==> config.mk <==
export PLATFORM = sky130hd
export DESIGN_NAME = afifo_rd_burst_ctrl_flat
export DESIGN_NICKNAME = d
export VERILOG_FILES = /design/src/rtl/afifo_rd_burst_ctrl_if.sv /design/src/rtl/afifo_rd_burst_ctrl.sv /design/src/flat_wrapper.sv
export SDC_FILE = /design/constraint.sdc
export NUM_CORES = 1
export LEC_CHECK = 0
export CAP_MARGIN = 40
export CORE_ASPECT_RATIO = 1.75
export CORE_MARGIN = 3
export CORE_UTILIZATION = 40
export DETAILED_ROUTE_END_ITERATION = 12
export SETUP_SLACK_MARGIN = 0.02
export SKIP_CTS_REPAIR_TIMING = 1
export SLEW_MARGIN = 0
export SYNTH_ARGS = -nofsm -noshare
export SYNTH_HDL_FRONTEND = slang
export SYNTH_SLANG_ARGS = --single-unit
export TNS_END_PERCENT = 30
==> constraint.sdc <==
create_clock -name rd_clk -period 3.2 [get_ports rd_clk]
set_input_delay 0.48 -clock rd_clk [delete_from_list [all_inputs] [get_ports rd_clk]]
set_output_delay 0.48 -clock rd_clk [all_outputs]
set_load 0.1 [all_outputs]
==> src/rtl/afifo_rd_burst_ctrl_if.sv <==
// Read-port and output-stream bundle of the async FIFO read sequencer.
// master: sequencer side (drives read enable and stream); slave: FIFO/sink side.
interface afifo_rd_burst_ctrl_if #(
   parameter int DATA_WIDTH  = 16,
   parameter int LEVEL_WIDTH = 9
);
   logic                   fifo_rd_en;
   logic                   fifo_rd_empty;
   logic [DATA_WIDTH-1:0]  fifo_rd_data;
   logic [LEVEL_WIDTH-1:0] fifo_rd_water_level;
   logic                   m_valid;
   logic [DATA_WIDTH-1:0]  m_data;
   logic                   m_last;
   logic                   m_ready;

   modport master (
      output fifo_rd_en, m_valid, m_data, m_last,
      input  fifo_rd_empty, fifo_rd_data, fifo_rd_water_level, m_ready
   );

   modport slave (
      input  fifo_rd_en, m_valid, m_data, m_last,
      output fifo_rd_empty, fifo_rd_data, fifo_rd_water_level, m_ready
   );
endinterface

==> src/rtl/afifo_rd_burst_ctrl.sv <==
// Read-side burst sequencer for the async FIFO; first beat RD_LATENCY+1 cycles after the first read.
// m_ready low stalls the stream; reads pause once 4 beats are outstanding, so the skid buffer never overflows.
module afifo_rd_burst_ctrl #(
   parameter int DATA_WIDTH  = 16,
   parameter int LEVEL_WIDTH = 9,
   parameter int RD_LATENCY  = 1,
   parameter int BURST_LEN   = 16,
   parameter int TIMEOUT     = 255
) (
   input  logic                 rd_clk,
   input  logic                 rd_rst_n,
   input  logic                 flush,
   output logic                 busy,
   afifo_rd_burst_ctrl_if.master bus
);
   typedef enum logic [1:0] {IDLE, BURST, DRAIN} state_t;

   localparam logic [LEVEL_WIDTH-1:0] BLEN_FULL = LEVEL_WIDTH'(BURST_LEN);
   localparam logic [LEVEL_WIDTH-1:0] ONE       = LEVEL_WIDTH'(1);
   localparam logic [15:0]            TMO_LAST  = 16'(TIMEOUT - 1);

   state_t                 state, state_nxt;
   logic [LEVEL_WIDTH-1:0] blen, blen_nxt;
   logic [LEVEL_WIDTH-1:0] issued, sent;
   logic [15:0]            tmo_cnt;
   logic [2:0]             occ, fill;
   logic [1:0]             wr_ptr, rd_ptr;
   logic [DATA_WIDTH-1:0]  skid [4];
   logic [RD_LATENCY-1:0]  rd_pipe;
   logic                   rd_en, accept, start, push;

   assign rd_en  = (state == BURST) && !bus.fifo_rd_empty && (issued < blen) && (occ < 3'd4);
   assign push   = rd_pipe[RD_LATENCY-1];
   assign accept = bus.m_valid && bus.m_ready;

   assign bus.fifo_rd_en = rd_en;
   assign bus.m_valid    = (fill != 3'd0);
   assign bus.m_data     = bus.m_valid ? skid[rd_ptr] : '0;
   assign bus.m_last     = bus.m_valid && (sent == blen - ONE);
   assign busy           = (state != IDLE);

   always_comb begin
      state_nxt = state;
      blen_nxt  = blen;
      start     = 1'b0;
      case (state)
         IDLE: begin
            if (bus.fifo_rd_water_level >= BLEN_FULL) begin
               state_nxt = BURST;
               blen_nxt  = BLEN_FULL;
               start     = 1'b1;
            end else if (!bus.fifo_rd_empty && (tmo_cnt == TMO_LAST || flush)) begin
               // The synchronised level can lag the empty flag; never start a zero-length burst.
               state_nxt = BURST;
               blen_nxt  = (bus.fifo_rd_water_level == '0) ? ONE : bus.fifo_rd_water_level;
               start     = 1'b1;
            end
         end
         BURST:   if (rd_en && issued == blen - ONE) state_nxt = DRAIN;
         DRAIN:   if (accept && bus.m_last) state_nxt = IDLE;
         default: state_nxt = IDLE;
      endcase
   end

   always_ff @(posedge rd_clk) begin
      if (!rd_rst_n) begin
         state   <= IDLE;
         blen    <= '0;
         issued  <= '0;
         sent    <= '0;
         tmo_cnt <= '0;
         occ     <= '0;
         fill    <= '0;
         wr_ptr  <= '0;
         rd_ptr  <= '0;
         rd_pipe <= '0;
      end else begin
         state <= state_nxt;
         blen  <= blen_nxt;

         if (start)      issued <= '0;
         else if (rd_en) issued <= issued + ONE;

         if (start)       sent <= '0;
         else if (accept) sent <= sent + ONE;

         if (state != IDLE || bus.fifo_rd_empty || start) tmo_cnt <= '0;
         else                                              tmo_cnt <= tmo_cnt + 16'd1;

         occ  <= occ + 3'(rd_en) - 3'(accept);
         fill <= fill + 3'(push) - 3'(accept);

         rd_pipe <= (rd_pipe << 1) | RD_LATENCY'(rd_en);
         if (push)   wr_ptr <= wr_ptr + 2'd1;
         if (accept) rd_ptr <= rd_ptr + 2'd1;
      end
   end

   always_ff @(posedge rd_clk) begin
      if (push) skid[wr_ptr] <= bus.fifo_rd_data;
   end
endmodule

==> src/flat_wrapper.sv <==
// flat-port wrapper written by rule: the top's interface ports become plain ports
module afifo_rd_burst_ctrl_flat 
#(
   parameter int DATA_WIDTH  = 16,
   parameter int LEVEL_WIDTH = 9,
   parameter int RD_LATENCY  = 1,
   parameter int BURST_LEN   = 16,
   parameter int TIMEOUT     = 255
)
  (rd_clk, rd_rst_n, flush, busy, bus_fifo_rd_en, bus_m_valid, bus_m_data, bus_m_last, bus_fifo_rd_empty, bus_fifo_rd_data, bus_fifo_rd_water_level, bus_m_ready);
  afifo_rd_burst_ctrl_if #(.DATA_WIDTH(DATA_WIDTH), .LEVEL_WIDTH(LEVEL_WIDTH)) bus_i ();
  input  logic rd_clk;
  input  logic rd_rst_n;
  input  logic flush;
  output logic busy;
  output wire logic [$bits(bus_i.fifo_rd_en)-1:0] bus_fifo_rd_en;
  output wire logic [$bits(bus_i.m_valid)-1:0] bus_m_valid;
  output wire logic [$bits(bus_i.m_data)-1:0] bus_m_data;
  output wire logic [$bits(bus_i.m_last)-1:0] bus_m_last;
  input wire logic [$bits(bus_i.fifo_rd_empty)-1:0] bus_fifo_rd_empty;
  input wire logic [$bits(bus_i.fifo_rd_data)-1:0] bus_fifo_rd_data;
  input wire logic [$bits(bus_i.fifo_rd_water_level)-1:0] bus_fifo_rd_water_level;
  input wire logic [$bits(bus_i.m_ready)-1:0] bus_m_ready;
  assign bus_fifo_rd_en = bus_i.fifo_rd_en;
  assign bus_m_valid = bus_i.m_valid;
  assign bus_m_data = bus_i.m_data;
  assign bus_m_last = bus_i.m_last;
  assign bus_i.fifo_rd_empty = bus_fifo_rd_empty;
  assign bus_i.fifo_rd_data = bus_fifo_rd_data;
  assign bus_i.fifo_rd_water_level = bus_fifo_rd_water_level;
  assign bus_i.m_ready = bus_m_ready;
  afifo_rd_burst_ctrl #(.DATA_WIDTH(DATA_WIDTH), .LEVEL_WIDTH(LEVEL_WIDTH), .RD_LATENCY(RD_LATENCY), .BURST_LEN(BURST_LEN), .TIMEOUT(TIMEOUT)) u_core (.rd_clk(rd_clk), .rd_rst_n(rd_rst_n), .flush(flush), .busy(busy), .bus(bus_i));
endmodule
==> results of run 1 <==
## worst paths after layout
check / depth (start not counted) / from / endpoint / slack [ns]
setup / recovery: 8 / u_core.blen[1] / bus_m_last / 0.13
hold / removal: 1 / u_core.tmo_cnt[0] / u_core.tmo_cnt[0] / 0.46
setup reg to reg: 12 / u_core.blen[3] / u_core.occ[2] / 0.44
hold reg to reg: 1 / u_core.tmo_cnt[0] / u_core.tmo_cnt[0] / 0.46
## where the power goes
part           internal [mW]  switching, mW
registers               1.71         0.0407
clock network           1.23          0.691
logic                  0.558           1.41
total                   3.50           2.14
## worst max-delay path, stage by stage (launching register included)
cell and delay [ns]:
dfxtp_1 0.33, inv_2 0.10, ha_4 0.14, or4b_4 0.48, or4_4 0.46, xnor2_2 0.18, nand2_2 0.09, nor3_4 0.20
buf_12 0.20
## flip-flops by register name (all words and copies together), names as in the netlist, named ones only
| name | flops |
|---|---|
| u_core.tmo_cnt | 16 |
| u_core.occ | 3 |
| u_core.skid | 64 |
| u_core.sent | 9 |
| u_core.state | 2 |
| u_core.blen | 9 |
| u_core.fill | 3 |
| u_core.issued | 9 |
| u_core.wr_ptr | 2 |
| u_core.rd_ptr | 2 |
| u_core.push | 1 |
## area by class of cell
cell class	instances	area share (%)
clock buffer	19	6.29
clock inverter	13	2.43
inverter	24	1.31
multi-input combinational	292	33.2
sequential	122	44.8
tap	174	3.16
timing repair buffer	64	8.83
## through the flow
step                util [%]  total power, mW  worst slack (ns)
finish                  51.2             5.64             0.131
global route            51.2             5.87            0.0282
CTS                     51.0             5.72            0.0410
detailed placement      46.5             3.77             0.187
global placement        46.1             3.75             0.251
floorplan                  -             3.34            0.0765
## per-layer routing
metal / GRT usage (%) / wire (um) / share of wire [%] / up-vias
li1: - / - / - / 1747
met1: 15.9 / 4070 / 38 / 1724
met2: 27.6 / 6000 / 55 / 73
met3: 4.10 / 403 / 3.7 / 16
met4: 7.95 / 345 / 3.2 / 0
met5: 0 / 0 / 0 / -
## cells in the final DEF (no fill, tap or decap), types with 7 or more instances in the layout
cell type,count
o21ai_0,7
nand4_1,16
ha_1,21
mux4_2,16
nand3_1,10
and2_1,27
xnor2_1,27
inv_1,22
clkdlybuf4s50_1,29
nand2_1,22
nor2_1,54
clkbuf_16,17
buf_4,29
dfxtp_1,57
edfxtp_1,64
xor2_1,34
and3_1,10
## cell families after synthesis
| logic type | Yosys count | synth area share [%] |
|---|---|---|
| and+or+nand+nor | 165 | 15.5 |
| DFF | 122 | 56.1 |
| xor gates and xnor gates | 62 | 10.0 |
| buffers and inverters | 38 | 2.76 |
| adders and majority gates | 24 | 5.74 |
| AOI/OAI and AO/OA | 22 | 2.78 |
| muxes | 19 | 7.13 |
==> qor.csv, run 1 <==
stage,metric,value,unit
die,die_x,94.6,um
synth,synthDistinctLibCells,45,
synth,synth.most_common_cell,edfxtp_1,
sta,skew,0.0112,ns
drt,first_pass_iters,4,
power,leakage,2.51,nW
clock_network,cts_buffers,17,
sta,setup_viol,0,
finish,drive_gt1_share,17.2,%
synth,synth_warnings,0,
finish,fin_area,6890,um^2
finish,nFillCells,1214,
drt,routedWlPerCell,15.3,um
global_route,grt.overflow.total,0,
sta,fin_crit,3.07,ns
status,status,"finished, final reports clean",
clock_network,h-tree-depth,4,
drt,vias_per_cell,5.03,
synth,synth_edf_count,64,
clock_network,clock_path_buffers,2,
worst_setup_path,cp.required,2.72,ns
synth,synth_cells,452,
placed_design,placed_cells,675,
drt,ant_nets,0,
finish,fin_nets,575,
clock_network,clkLatencyLatePin,0.40,ns
synth,syn_area,5490,um^2
synth,synth_area_leaders,"edfxtp_1, dfxtp_1, mux4_2",
synth,synth_top_cell_by_area,edfxtp_1,
worst_setup_path,arrival,2.59,ns
global_route,grt_max_degree,19,
run,maxCapViolations,0,
sta,worst_slew_pin_slew,0.622,ns
clock_network,clkTransAtPathRegs,0.06,ns
sta,relSlewSlack,58.2,%
die,start_util,40.8,%
die,die_area,15200,um^2
worst_setup_path,critPathLaunchType,register,
worst_setup_path,critPathKind,register to primary output,
clock_network,cts_tree,done,
global_route,grt_pass1_vias,3726,
placed_design,gp_congestion,0.824,
sta,setup_tns,0,ns
drt,dr_total_vias,3560,
synth,yosys.area.top_type_share,35.0,%
worst_setup_path,crit_fanout,3,
sta,max_freq,326,MHz
sta,worst_hold_slack,0.459,ns
synth,syn_area_per_cell,12.2,um^2
sta,maxSlewViolCount,0,
drt,drt_iter0_drc,91,
placed_design,dpl.hpwl,7.88,mm
die,die_y,161,um
finish,multi_input_area,2290,um^2
finish,antenna_cells,0,
clock_network,clock-sinks,122,
synth,synth-seq-cells,122,
power,ir_worst_vdd,0.395,mV
sta,timing.final.crit_share,95.9,%
synth,seq_area_frac_synth,56.1,%
finish,layout.cells.non_filler,708,
finish,seq_area,3080,um^2
worst_setup_path,endpoint_kind,primary output,
sta,rsz0062_at_grt,false,
die,num_rows,56,
finish,syn_to_final_growth,25.3,%
global_route,grt_pass1_wl,17.8,mm
placed_design,port-buffer-count,49,
drt,drcViolationCount,0,
synth,synthesis.nets,506,
drt,routed_wl,10.8,mm
clock_network,root_buffer,clkbuf_16,
power,p_per_area,819,nW/um^2
global_route,antenna_found_initial,0,
synth,synth_commonest_cells,"edfxtp_1, dfxtp_1, nor2_1",
synth,async_flop_share,0,%
global_route,track_usage,15.3,%
placed_design,placed_cell_area,6260,um^2
die,core,13500,um^2
synth,synthFlopType,edfxtp_1,
die,ios,50,
worst_hold_path,hp-class,register to register,
sta,hold_viol,0,
No activity file was read; power rests on OpenSTA's default activity.
==> run 2: changes to the inputs <==
--- a/config.mk
+++ b/config.mk
@@ -5,7 +5,7 @@
 export SDC_FILE = /design/constraint.sdc
 export NUM_CORES = 1
 export LEC_CHECK = 0
-export CAP_MARGIN = 40
+export CAP_MARGIN = 20
 export CORE_ASPECT_RATIO = 1.75
 export CORE_MARGIN = 3
 export CORE_UTILIZATION = 40
@@ -16,4 +16,3 @@
 export SYNTH_ARGS = -nofsm -noshare
 export SYNTH_HDL_FRONTEND = slang
 export SYNTH_SLANG_ARGS = --single-unit
-export TNS_END_PERCENT = 30
==> run 2 against run 1 <==
Against the previous run:
- clock-buffer cell count stayed put
- wire length is 0.80% lower
- cell count is 0.56% lower
- sequential share of layout area is 0.39 points higher
- worst hold slack better by 0.00061 ns
==> qor.csv, run 2 (synthesis gave the netlist of run 1 again) <==
stage,metric,value,unit,change
worst_hold_path,min_to,u_core.tmo_cnt[0],,
clock_network,root_buffer,clkbuf_16,,
global_route,grt_pass1_vias,3720,,-0.16%
power,ir_worst_vdd,0.374,mV,-5.5%
power,leakage,2.49,nW,-1.1%
clock_network,cts_tree,done,,
finish,multi_input_area,2290,um^2,unchanged
finish,antenna_cells,0,,unchanged
global_route,antenna_found_initial,0,,unchanged
sta,skew,0.0122,ns,+0.000982 ns
finish,drive_gt1_share,16.6,%,-0.62 points
worst_setup_path,cp.required,2.72,ns,about the same
drt,dr_total_vias,3515,,-1.3%
worst_setup_path,crit_fanout,5,,+2
worst_setup_path,endpoint_kind,primary output,,
worst_hold_path,hold-path-cell-count,1,,unchanged
sta,timing.final.crit_share,96.0,%,+0.10 points
die,start_util,40.8,%,unchanged
drt,drt_iter0_drc,77,,-15%
die,num_rows,56,,unchanged
clock_network,h-tree-depth,4,,unchanged
run,maxCapViolations,0,,unchanged
placed_design,port-buffer-count,49,,unchanged
worst_setup_path,r2r_slack,0.40,ns,-0.04 ns
clock_network,cts_buffers,17,,unchanged
sta,hold_viol,0,,unchanged
drt,routed_wl,10.7,mm,-0.80%
worst_setup_path,critPathLaunchType,register,,
clock_network,clkTransAtPathRegs,0.06,ns,about the same
worst_setup_path,critPathKind,register to primary output,,
drt,ant_nets,0,,unchanged
placed_design,pre_cts_slack,0.188,ns,+0.000482 ns
finish,top_regs,"u_core.skid: 64 flops, u_core.tmo_cnt: 16 flops",,
worst_hold_path,hp-start,u_core.tmo_cnt[0],,
drt,drcViolationCount,0,,unchanged
sta,fin_crit,3.07,ns,+0.00330 ns
worst_hold_path,hp-class,register to register,,
finish,largest_reg_flops,64,,unchanged
clock_network,clock_path_buffers,2,,unchanged
die,die_x,94.6,um,unchanged
finish,fin_area,6830,um^2,-0.87%
power,p_per_area,827,nW/um^2,+0.97%
die,core,13500,um^2,unchanged
placed_design,gp_congestion,0.824,,unchanged
worst_setup_path,arrival,2.59,ns,about the same
sta,relSlewSlack,43.2,%,-15 points
die,ios,50,,unchanged
worst_setup_path,reg2reg_to,u_core.occ[2],,
sta,rsz0062_at_grt,false,,
worst_setup_path,rr_startpoint,u_core.blen[3],,
placed_design,placed_cell_area,6200,um^2,-0.96%
sta,worst_slew_pin_slew,0.852,ns,+0.230 ns
drt,first_pass_iters,4,,unchanged
die,die_y,161,um,unchanged
finish,layout_commonest_cell,edfxtp_1,,
global_route,grt_max_degree,19,,unchanged
finish,seq_area,3080,um^2,unchanged
global_route,track_usage,15.2,%,-0.12 points
worst_setup_path,reg2reg_depth,12,,unchanged
die,die_area,15200,um^2,unchanged
sta,setup_viol,0,,unchanged
drt,routedWlPerCell,15.2,um,-0.23%
clock_network,clock-sinks,122,,unchanged
finish,final_cell_mix,"edfxtp_1, dfxtp_1, nor2_1",,
finish,regMostFlops,u_core.skid,,
sta,max_freq,326,MHz,-0.11%
status,status,"finished, final reports clean",,
placed_design,dpl.hpwl,7.79,mm,-1.1%
clock_network,clkLatencyLatePin,0.40,ns,about the same
drt,vias_per_cell,4.99,,-0.70%
sta,maxSlewViolCount,0,,unchanged
finish,fin_nets,571,,-0.70%
global_route,grt_pass1_wl,17.8,mm,+0.23%
sta,setup_slack,0.128,ns,-0.00330 ns
sta,setup_tns,0,ns,unchanged
global_route,grt.overflow.total,0,,unchanged
finish,syn_to_final_growth,24.3,%,
finish,nFillCells,1223,,+0.74%
run 2: cell count changes in the layout (fill, tap and decap cells not counted), sizes merged:
| cell | previous run | this run |
|---|---|---|
| buf | 35 | 31 |
run 2: how the worst max path moves through the flow:
stage               cells after the start  slack (ns)             to               from
floorplan                              11        0.08  u_core.occ[2]     u_core.blen[8]
CTS                                     8        0.05     bus_m_last     u_core.blen[0]
global placement                       10        0.25  u_core.occ[2]  bus_fifo_rd_empty
global route                            8        0.03     bus_m_last     u_core.blen[0]
detailed placement                     10        0.19  u_core.occ[2]  bus_fifo_rd_empty
finish                                  8        0.13     bus_m_last     u_core.blen[0]
run 2: area by class of cell:
cell class / count / share of cell area [%]
sequential: 122 / 45.2
multi-input combinational: 292 / 33.5
timing repair buffer: 60 / 8.03
clock buffer: 19 / 6.34
tap: 174 / 3.19
clock inverter: 13 / 2.46
inverter: 24 / 1.32
run 2: worst max-delay path, stage by stage (launching register included):
cell and delay, ns:
dfxtp_2 0.35, inv_2 0.08, ha_4 0.15, or4b_4 0.48, or4_4 0.46, xnor2_2 0.18, nand2_2 0.09, nor3_4 0.20
buf_12 0.20
run 2: per-stage QoR:
step                      hold WS, ns  cells  power (mW)  util [%]
after floorplan                 0.426    452        3.34         -
after global placement          0.435    671        3.75      46.1
after detailed placement        0.450    671        3.77      46.1
after CTS                       0.463    703        5.72      50.6
after global routing            0.482    704        5.88      50.7
final                           0.459    704        5.65      50.7
run 2: per-layer routing:
metal / up-vias / share of wire (%) / wire (um) / track usage [%]
met4: 0 / 1.0 / 107 / 5.12
met5: - / 0 / 0 / 0
met3: 8 / 3.2 / 341 / 3.49
li1: 1739 / - / - / -
met1: 1707 / 37 / 4010 / 16.0
met2: 61 / 58 / 6270 / 28.9
run 2: power breakdown:
part           leakage, nW  switching [mW]  internal (mW)  total (mW)
registers             1.05          0.0395           1.71        1.75
logic                 1.15            1.41          0.557        1.97
clock network        0.290           0.698           1.23        1.93
==> run 3: changes to the inputs <==
--- a/config.mk
+++ b/config.mk
@@ -12,6 +12,7 @@
 export DETAILED_ROUTE_END_ITERATION = 12
 export SETUP_SLACK_MARGIN = 0.02
 export SKIP_CTS_REPAIR_TIMING = 1
+export SKIP_LAST_GASP = 1
 export SLEW_MARGIN = 0
 export SYNTH_ARGS = -nofsm -noshare
 export SYNTH_HDL_FRONTEND = slang
==> results of run 3 <==
Same layout as run 2: the final DEF is identical, and so are final timing and power.
==> variant, RTL diff (flow settings as in run 2) <==
`RD_LATENCY` is set to 1 in 2 places; all go to 2. Comments in the files are not updated.
--- a/src/rtl/afifo_rd_burst_ctrl.sv
+++ b/src/rtl/afifo_rd_burst_ctrl.sv
@@ -3,7 +3,7 @@
 module afifo_rd_burst_ctrl #(
    parameter int DATA_WIDTH  = 16,
    parameter int LEVEL_WIDTH = 9,
-   parameter int RD_LATENCY  = 1,
+   parameter int RD_LATENCY  = 2,
    parameter int BURST_LEN   = 16,
    parameter int TIMEOUT     = 255
 ) (
--- a/src/flat_wrapper.sv
+++ b/src/flat_wrapper.sv
@@ -3,7 +3,7 @@
 #(
    parameter int DATA_WIDTH  = 16,
    parameter int LEVEL_WIDTH = 9,
-   parameter int RD_LATENCY  = 1,
+   parameter int RD_LATENCY  = 2,
    parameter int BURST_LEN   = 16,
    parameter int TIMEOUT     = 255
 )
Function: changed (Yosys sat finds a counterexample within 4 cycles, from zero or initial values and one cycle with rd_rst_n low).
==> variant against run 2 <==
- count of clock-buffer cells in the layout did not move
- clock skew rose by 0.0050 ns
- power fell by 0.55%
- setup slack got worse by 0.027 ns
- design area rose by 2.9%
- largest power group is now the clock network
- critical endpoint unchanged
- routed wire length rose by 5.3%
- sequential cell count rose by 1
- largest cell class unchanged
- synthesized area rose by 3.1%
==> variant: results (changes against run 2) <==
GRT_PASS1_VIAS=3870  # +4.0%
REG2REGPATHDEPTH=11  # -1
POST_SYNTH_NUM_CELL_TYPES=57  # +27%
OUTCOME='completed'
GRTUSAGETOTAL_PCT=15.9  # +0.65 points
DR_TOTAL_VIAS=3669  # +4.4%
DETAIL_ROUTE.ITER0.VIOLATIONS=102  # +32%
STARTPOINT='u_core.blen[3]$_SDFFE_PN0P_'
PATH_MAX_FANOUT=6  # +1
YOSYSWARNINGCOUNT=0  # unchanged
FINAL_LAYOUT_SIZE_SUFFIX_GT1_SHARE_PCT=16.6  # about the same
CLK_PIN_SLEW_WORST_PATHS_NS=0.06  # about the same
MAXIMUM_NUMBER_OF_PINS_ON_ONE_NET_BEFORE_GLOBAL_ROUTE_REPAIR=23  # +4
MIN-DELAY-PATH-CLASS='register to register'
SYNTH.CELLS.MOST_FREQUENT='sky130_fd_sc_hd__edfxtp_1 (64), sky130_fd_sc_hd__dfxtp_1 (59), sky130_fd_sc_hd__nor2_1 (51), sky130_fd_sc_hd__xor2_1 (34), sky130_fd_sc_hd__and2_1 (29)'
WORST_PIN_SLEW_NS=0.871  # +0.0195 ns
ARRIVAL_NS=2.62  # +0.03 ns
LARGESTREGISTERS='u_core.skid x64, u_core.tmo_cnt x16'
LEAKAGE_nW=2.54  # +2.3%
WORSTHOLDSTART='u_core.rd_pipe[0]$_SDFF_PN0_'
CRIT-REG2REG-LAUNCH='u_core.blen[8]$_SDFFE_PN0P_'
HOLD_DEPTH=1  # unchanged
SYNTH_FP_NETS=521  # +3.0%
IRDROPWORSTVDD_uV=409  # +9.5%
DETAILEDPLACEMENTHPWL_UM=8020  # +3.0%
CLK_LATENCY_NS=0.42  # +0.02 ns
GRT_FIRST_PASS_WIRELENGTH_UM=18600  # +4.5%
CLOCK_TREE.HTREE_LEVEL_COUNT=4  # unchanged
WL_PER_CELL_UM=15.8  # +3.5%
CELL_AT_THE_ROOT_OF_THE_CLOCK_TREE='sky130_fd_sc_hd__clkbuf_16'
CAP_VIOLATIONS=0  # unchanged
SYNTHTOPCELLSBYAREA='sky130_fd_sc_hd__edfxtp_1 (34%), sky130_fd_sc_hd__dfxtp_1 (21%), sky130_fd_sc_hd__mux4_2 (6.4%)'
CLOCK_SKEW_NS=0.0172  # +0.00504 ns
ANTENNA_FOUND_INITIAL=0  # unchanged
PLACE_CONGESTION=0.828  # +0.41%
SEQ_AREA_FRAC_SYNTH_PCT=54.8  # -1.3 points
NUM-NETS-FINAL=583  # +2.1%
POST_SYNTHESIS_ASYNC_SET_OR_RESET_FLOP_SHARE_PCT=0  # unchanged
BUFFER_PORTS.INSERTED=49  # unchanged
CTS_MADE_BUFFERS=17  # unchanged
==> variant: final cells by class <==
class	instances	area, sq um
timing repair buffer	61	556
fill	1225	6640
multi-input combinational	302	2400
clock inverter	13	215
sequential	123	3110
inverter	24	90.1
clock buffer	19	433
tap	174	218
==> variant: path summary, 6_finish.rpt <==
path / slack (ns) / endpoint
hold / removal: 0.44 / u_core.rd_pipe[1]$_SDFF_PN0_
setup / recovery: 0.10 / bus_m_last
setup reg to reg: 0.39 / u_core.occ[2]$_SDFF_PN0_
hold reg to reg: 0.44 / u_core.rd_pipe[1]$_SDFF_PN0_
==> variant: critical path, cell delays in order, from the launching register on <==
cell and delay (ns):
sky130_fd_sc_hd__dfxtp_1 0.32, sky130_fd_sc_hd__buf_4 0.17, sky130_fd_sc_hd__nor3_1 0.57, sky130_fd_sc_hd__nand2_1 0.20, sky130_fd_sc_hd__a311oi_2 0.35, sky130_fd_sc_hd__o211ai_1 0.16, sky130_fd_sc_hd__nor2_2 0.22, sky130_fd_sc_hd__buf_12 0.20
==> variant: cells by family (layout without fill, tap and decap cells) <==
| family | Yosys count | count (layout) | synth area share, % |
|---|---|---|---|
| AO/OA/AOI/OAI | 41 | 41 | 5.43 |
| adder cells (fa/ha/maj) | 24 | 24 | 5.57 |
| flip-flops | 123 | 123 | 54.8 |
| XOR/XNOR | 57 | 57 | 8.81 |
| buffers and inverters | 42 | 117 | 3.14 |
| AND/OR/NAND/NOR | 162 | 162 | 15.6 |
| multiplexers | 18 | 18 | 6.72 |
==> variant: stage by stage <==
stage | util [%] | std cells | worst slack (ns) | instance area [sq um] | power [W]
after floorplan | - | 467 | 0.117 | 5670 | 0.00321
after global placement | 46.3 | 681 | 0.390 | 6330 | 0.00357
after detailed placement | 46.3 | 681 | 0.266 | 6330 | 0.00358
after CTS | 51.1 | 713 | -0.183 | 6980 | 0.00569
after global routing | 51.4 | 716 | -0.123 | 7020 | 0.00587
final | 51.4 | 716 | 0.101 | 7020 | 0.00562
==> variant: power breakdown <==
group | switching, W | leakage (nW) | total, W | internal [W]
Combinational | 0.00126 | 1.17 | 0.00176 | 0.000497
Clock | 0.000700 | 0.314 | 0.00209 | 0.00139
Sequential | 0.0000527 | 1.05 | 0.00177 | 0.00171
==> variant: layer usage <==
layer / global-route usage, % / share of wire [%] / vias up
li1: - / - / 1794
met1: 16.4 / 38 / 1784
met2: 28.9 / 56 / 78
met3: 4.47 / 4.0 / 13
met4: 6.99 / 2.3 / 0
met5: 0 / 0 / -
